===== config.mk =====
export PLATFORM = sky130hd
export DESIGN_NAME = cpu_fetch_ctrl
export DESIGN_NICKNAME = d
export VERILOG_FILES = /design/src/rtl/cpu_fetch_ctrl.sv
export SDC_FILE = /design/constraint.sdc
export NUM_CORES = 1
export LEC_CHECK = 0
export CORE_UTILIZATION = 48
export CTS_CLUSTER_SIZE = 16
export DETAILED_ROUTE_END_ITERATION = 8
export PLACE_DENSITY = 0.89
export SETUP_SLACK_MARGIN = 0.1
export SLEW_MARGIN = 10
export SYNTH_ARGS = -nofsm -noshare
export SYNTH_HDL_FRONTEND = slang
export SYNTH_SLANG_ARGS = --single-unit

===== constraint.sdc =====
create_clock -name clk -period 4.15 [get_ports clk]
set_clock_uncertainty 0.2 [all_clocks]
set_input_delay 0.6225 -clock clk [delete_from_list [all_inputs] [get_ports clk]]
set_output_delay 0.6225 -clock clk [all_outputs]
set_load 0.02 [all_outputs]

===== src/rtl/cpu_fetch_ctrl.sv =====
// Instruction fetch sequencer: IDLE -> FETCH -> DISPATCH -> EXEC_WAIT, with an optional HALT opcode.
// Define FETCH_HALT_EN to decode ir[15:13] == 3'b111 as HALT; when it is undefined, HALT is unreachable.
module cpu_fetch_ctrl #(
  parameter int                ADDR_W   = 9,
  parameter logic [ADDR_W-1:0] RESET_PC = '0
) (
  input  logic              clk,
  input  logic              reset,
  input  logic              run,
  input  logic              mem_ready,
  input  logic [15:0]       mem_rdata,
  input  logic              exec_done,
  output logic [1:0]        mem_cmd,
  output logic [ADDR_W-1:0] mem_addr,
  output logic [15:0]       ir,
  output logic              exec_start,
  output logic [ADDR_W-1:0] pc,
  output logic [15:0]       instr_count,
  output logic              halted
);

  localparam logic [1:0] CMD_NONE = 2'b00;
  localparam logic [1:0] CMD_READ = 2'b01;

  typedef enum logic [2:0] {
    S_IDLE,
    S_FETCH,
    S_DISPATCH,
    S_EXEC_WAIT,
    S_HALT
  } state_t;

  state_t            r_state;
  logic              r_wait_first;
  logic [ADDR_W-1:0] r_pc;
  logic [15:0]       r_ir;
  logic [15:0]       r_count;
  logic              w_halt_op;

`ifdef FETCH_HALT_EN
  assign w_halt_op = (r_ir[15:13] == 3'b111);
  assign halted    = (r_state == S_HALT);
`else
  assign w_halt_op = 1'b0;
  assign halted    = 1'b0;
`endif

  // Moore outputs, decoded from registered state only.
  assign mem_cmd     = (r_state == S_FETCH) ? CMD_READ : CMD_NONE;
  assign mem_addr    = (r_state == S_FETCH) ? r_pc : '0;
  assign exec_start  = (r_state == S_DISPATCH) && !w_halt_op;
  assign ir          = r_ir;
  assign pc          = r_pc;
  assign instr_count = r_count;

  // NOTE: state uses non-blocking assignments so every branch sees this cycle's values.
  always_ff @(posedge clk) begin
    if (reset) begin
      r_state      <= S_IDLE;
      r_wait_first <= 1'b0;
      r_pc         <= RESET_PC;
      r_ir         <= 16'h0000;
      r_count      <= 16'h0000;
    end else begin
      case (r_state)
        S_IDLE: begin
          if (run) r_state <= S_FETCH;
        end
        S_FETCH: begin
          if (mem_ready) begin
            r_ir    <= mem_rdata;
            r_pc    <= r_pc + ADDR_W'(1);
            r_state <= S_DISPATCH;
          end
        end
        S_DISPATCH: begin
          if (w_halt_op) begin
            r_state <= S_HALT;
          end else begin
            r_state      <= S_EXEC_WAIT;
            r_wait_first <= 1'b1;
          end
        end
        S_EXEC_WAIT: begin
          // The execute FSM still shows idle in the first cycle after the start pulse.
          r_wait_first <= 1'b0;
          if (!r_wait_first && exec_done) begin
            if (r_count != 16'hFFFF) r_count <= r_count + 16'd1;
            r_state <= run ? S_FETCH : S_IDLE;
          end
        end
        S_HALT: r_state <= S_HALT;
        default: r_state <= S_IDLE;
      endcase
    end
  end

endmodule

# Word-level counts from Yosys, hierarchy flattened
# Cells that the tools add are included.
dict set report totals {
  ff_bits 45
  inputBits 21
  output_inout_bits 54
  wordCells 30
}
dict set report op_classes {
  addsub 2
  eq_ne 8
  n_mux 8
  n_reduce_logical 7
}
# op count
set ops {}
lappend ops {{adder 16 x 1 -> 16 bit (second input constant)} 1}
lappend ops {{inequality test 16 bit (second input constant)} 1}
lappend ops {{case mux 3 bit (5 select lines)} 1}
lappend ops {{adder 9 x 1 -> 9 bit (second input constant)} 1}
lappend ops {{two-way mux 3 bit} 3}
lappend ops {{two-way mux 9 bit} 1}
lappend ops {{== test 3 x 2 -> 1 bit (second input constant)} 2}
lappend ops {{inequality test 2 bit (second input constant)} 3}
lappend ops {{AND reduction 3 bit} 2}
lappend ops {{== test 3 x 1 -> 1 bit (second input constant)} 1}
lappend ops {{== test 3 bit (second input constant)} 1}
lappend ops {{zero test 3 bit} 1}
lappend ops {{two-way mux 1 bit} 2}
lappend ops {{case mux 1 bit (2 select lines)} 1}
lappend ops {{AND reduction 2 bit} 1}
lappend ops {{nonzero test 2 bit} 1}
lappend ops {{logical AND 1 bit} 1}
lappend ops {{zero test 1 bit} 1}

# Longest topological paths before layout
dict set report depth {
  ltp_word 4
  mapped_depth 7
  ltp_nobuf 5
}

# Least setup slack after synthesis
# No wires, ideal clock.
dict set report synth_timing {
  path_kind {register to register}
  startpoint {register r_count[0], in the netlist instr_count[0]}
  endpoint {register r_count[10], in the netlist instr_count[10]}
  setup_time_ns 0.070
  arrival_ns 2.034
  required_time_ns 3.880
  slack_ns 1.846
  stages_incl_launch_ff 7
  path_buffers 1
  synth_period_minus_slack_ns 2.304
  cell_sequence {dfxtp_1 > ha_1 > nand3_1 > or4_1 > buf_2 > or4_1 > a21oi_1}
}
dict set report synth_between {
  elab_chain_len 2
  elab_cells_between_ends 3
  classes_between {add/sub (1); eq/ne (1); reduce/logical (1)}
}
# element line_no
set synth_lines {}
lappend synth_lines {{start: declaration} 37} ;# logic [15:0] r_count;
lappend synth_lines {{start signal: assignment} 88} ;# if (r_count != 16'hFFFF) r_count <= r_count + 16'd1;
lappend synth_lines {{branches (longest 2 deep; another with adder 16 x 1 -> 16 bit)} --}
# Parallel ways; which one is timed is not known.
# A chain may end at the register's enable or synchronous reset.

# Worst setup path in the final report
dict set report layout_timing {
  startpoint {register r_state[0]}
  endpoint {output port mem_addr[1]}
}
dict set report layout_between {
  elab_chain_len 2
}
# element line_no
set layout_lines {}
lappend layout_lines {{start: declaration} 33} ;# state_t r_state;
lappend layout_lines {{start signal: assignment} 89} ;# r_state <= run ? S_FETCH : S_IDLE;
lappend layout_lines {{== test 3 x 1 -> 1 bit} 50} ;# assign mem_addr = (r_state == S_FETCH) ? r_pc : '0;
lappend layout_lines {{two-way mux 9 bit} 50}
lappend layout_lines {{end: declaration} 14} ;# output logic [ADDR_W-1:0] mem_addr,
# No other way between the ends.

==> results_dict.tcl <==
set metrics [dict create \
    run_status "finished, final reports clean" \
    die_height_um 68 \
    final_cell_mix "clkdlybuf4s50_1 (72), dfxtp_1 (45), nand2_1 (41), a21oi_1 (32)" \
    rows 23 \
    grt_max_degree 30 \
    p_clk_share_pct 33.4 \
    finalMaxSlewViolations 0 \
    drtPass1Iterations 4 \
    relSlewSlack_pct 28.2 \
    register_area_um2 901 \
    arrival_ps 1920 \
    cts_made_buffers 5 \
    tightestPinTransition_ps 1070 \
    drc 0 \
    synth-edff-count 0 \
    multiInputGateArea_mm2 0.00108 \
    dpl.hpwl_mm 3.83 \
    holdWs_ps 259 \
    initial_utilization_pct 51.2 \
    area_growth_pct 40.4 \
    clockBufferDepth 2 \
    fmax_mhz 365 \
    switching_share_pct 27.8 \
    diodes 0 \
    ys_seq_area_share_pct 43.1 \
    core_area_mm2 0.00409 \
    crit_type "reg2out" \
    post_cts_buffers 0 \
    htree_levels 2 \
    die-area_mm2 0.00462 \
    leakagePower_uw 0.000976 \
    hold_viol_final 0 \
    ant_nets 0 \
    worstSetupEndpointType "output port" \
    die_w_um 68 \
    critPathLaunchType "flip-flop" \
    fin_nets 343 \
    synth_warnings 0 \
    num_vias 2122 \
    ir_drop_mv 0.282 \
    synth_async_sr_flop_share_pct 0 \
    grt_pass1_vias 1968 \
    power.switching_uw 276 \
    finalCriticalPeriod_ps 2740 \
    gp_congestion 0.792 \
    p_int_uw 718 \
    hold_path_class "reg2reg" \
    powerDensity_mw_per_mm2 339 \
    fill_cells 320 \
    cts_root_buffer "clkbuf_8" \
    cpMaxStageDelayCell "clkdlybuf4s50_1" \
    drt_iter0_markers 207 \
    routed_wl_mm 5.47 \
    io_pins 75 \
    path_cells "nor3b_1 > buf_4 > and2_1 > clkdlybuf4s50_1" \
    pwr-share-comb_pct 18.6 \
    fin_crit_sh_pct 66.0 \
    cap_violations 0 \
    grt_pass1_wl_mm 8.88 \
    overflow 0 \
    cts_tree "built" \
    synth_cells 256 \
    yosysUniqueCellTypes 39 \
    cpPeakStageDelay_ps 600 \
    drive_above_1_share_pct 6.54 \
    io_buffers 72 \
    clk_pin_slew_ps 90 \
    syn_area_mm2 0.00209 \
    cts_hold_buf 0 \
    final_common_cell "clkdlybuf4s50_1" \
    postCtsResizedCells 0 \
    setup_tns_ps 0 \
    rsz0062_at_grt "false" \
    clock_latency_ps 290 \
    crit_required_ps 3330 \
    cts_sinks 45 \
    avgSynthCellArea_um2 8.17 \
    synth_ff_type "dfxtp_1" \
    crit_fanout 13 \
    via_per_inst 5.72 \
    synth_seq_cells 45 \
    seqPwrFrac_pct 47.9 \
    finalSetupViolCount 0 \
    avgRoutedWirePerCell_um 14.7 \
    grt_util_all_layers_pct 25.1 \
    antenna_found_initial 0 \
]
-- power groups by stage --
| stage | logic (uW) | clock network [uW] | registers, uW |
|---|---|---|---|
| after floorplan | 95.3 | 0 | 495 |
| after global placement | 179 | 0 | 484 |
| after detailed placement | 184 | 0 | 485 |
| after CTS | 185 | 336 | 476 |
| after global routing | 201 | 357 | 479 |
| final | 185 | 332 | 476 |
-- per-stage QoR --
stage / area [um2] / util (%) / instances / worst slack, ps / total power (uW)
after global placement: 2820 / 69.0 / 363 / 1460 / 664
after detailed placement: 2820 / 69.0 / 363 / 1400 / 669
after floorplan: 2090 / - / 257 / 1850 / 590
after global routing: 2940 / 71.8 / 371 / 1310 / 1040
after CTS: 2940 / 71.8 / 371 / 1410 / 996
final: 2940 / 71.8 / 371 / 1410 / 994
-- flip-flops by register name, summed over array words and instances, names as in the netlist --
register / cells
pc: 9
ir: 16
r_wait_first: 1
r_state: 3
instr_count: 16
-- Yosys cell counts, drive strengths merged (3+ instances only) --
library cell / instances / area share (%)
dfxtp: 45 / 43
nand2: 41 / 7.4
a21oi: 32 / 7.7
clkbuf: 13 / 2.3
and2: 11 / 3.3
o31ai: 11 / 3.9
or4: 10 / 3.6
nand4: 9 / 2.7
nor2: 9 / 1.6
inv: 8 / 1.4
nand3: 7 / 1.7
or3: 7 / 2.2
xor2: 7 / 2.9
buf: 6 / 1.8
nor3: 4 / 0.96
nor4: 4 / 1.2
nor2b: 3 / 0.90
o21ai: 3 / 0.72
-- routing by layer --
layer / track usage [%] / vias to the layer above / part of all wire [%]
met5: 0 / - / 0
met4: 4.95 / 0 / 0.11
met3: 7.67 / 2 / 9.1
met2: 43.5 / 102 / 50
met1: 30.4 / 988 / 41
li1: - / 1030 / -
-- final timing paths --
kind                   from               to  slack (ps)  depth (start not counted)
min reg2reg          ir[10]           ir[10]         260                          2
max              r_state[0]      mem_addr[1]        1410                          4
max reg2reg  instr_count[0]  instr_count[10]        1750                          5
min                  ir[10]           ir[10]         260                          2
-- worst max-delay path, delay by kind of cell, from the launching register on --
kind | cells | cell delay [ps]
buffers and inverters | 2 | 820
DFF | 1 | 440
and+or+nand+nor | 2 | 360
-- cell type report --
cell class	instances	area share, %
clock buffer	5	2.34
tap	50	2.13
timing repair buffer	75	25.3
inverter	8	1.02
sequential	45	30.7
multi-input combinational	185	36.9
clock inverter	3	1.58
-- cell families (layout without fill, tap and decap cells) --
logic type / after synthesis / in the layout / share of synthesized area, %
AO/OA/AOI/OAI: 51 / 51 / 14.5
flip-flops: 45 / 45 / 43.1
multiplexers: 2 / 2 / 1.08
adder cells (fa/ha/maj): 2 / 2 / 1.20
other: 1 / 2 / 0.179
buffers and inverters: 27 / 91 / 5.57
XOR/XNOR: 8 / 8 / 3.35
AND/OR/NAND/NOR: 120 / 120 / 31.1
No activity file was read; power rests on OpenSTA's default activity.
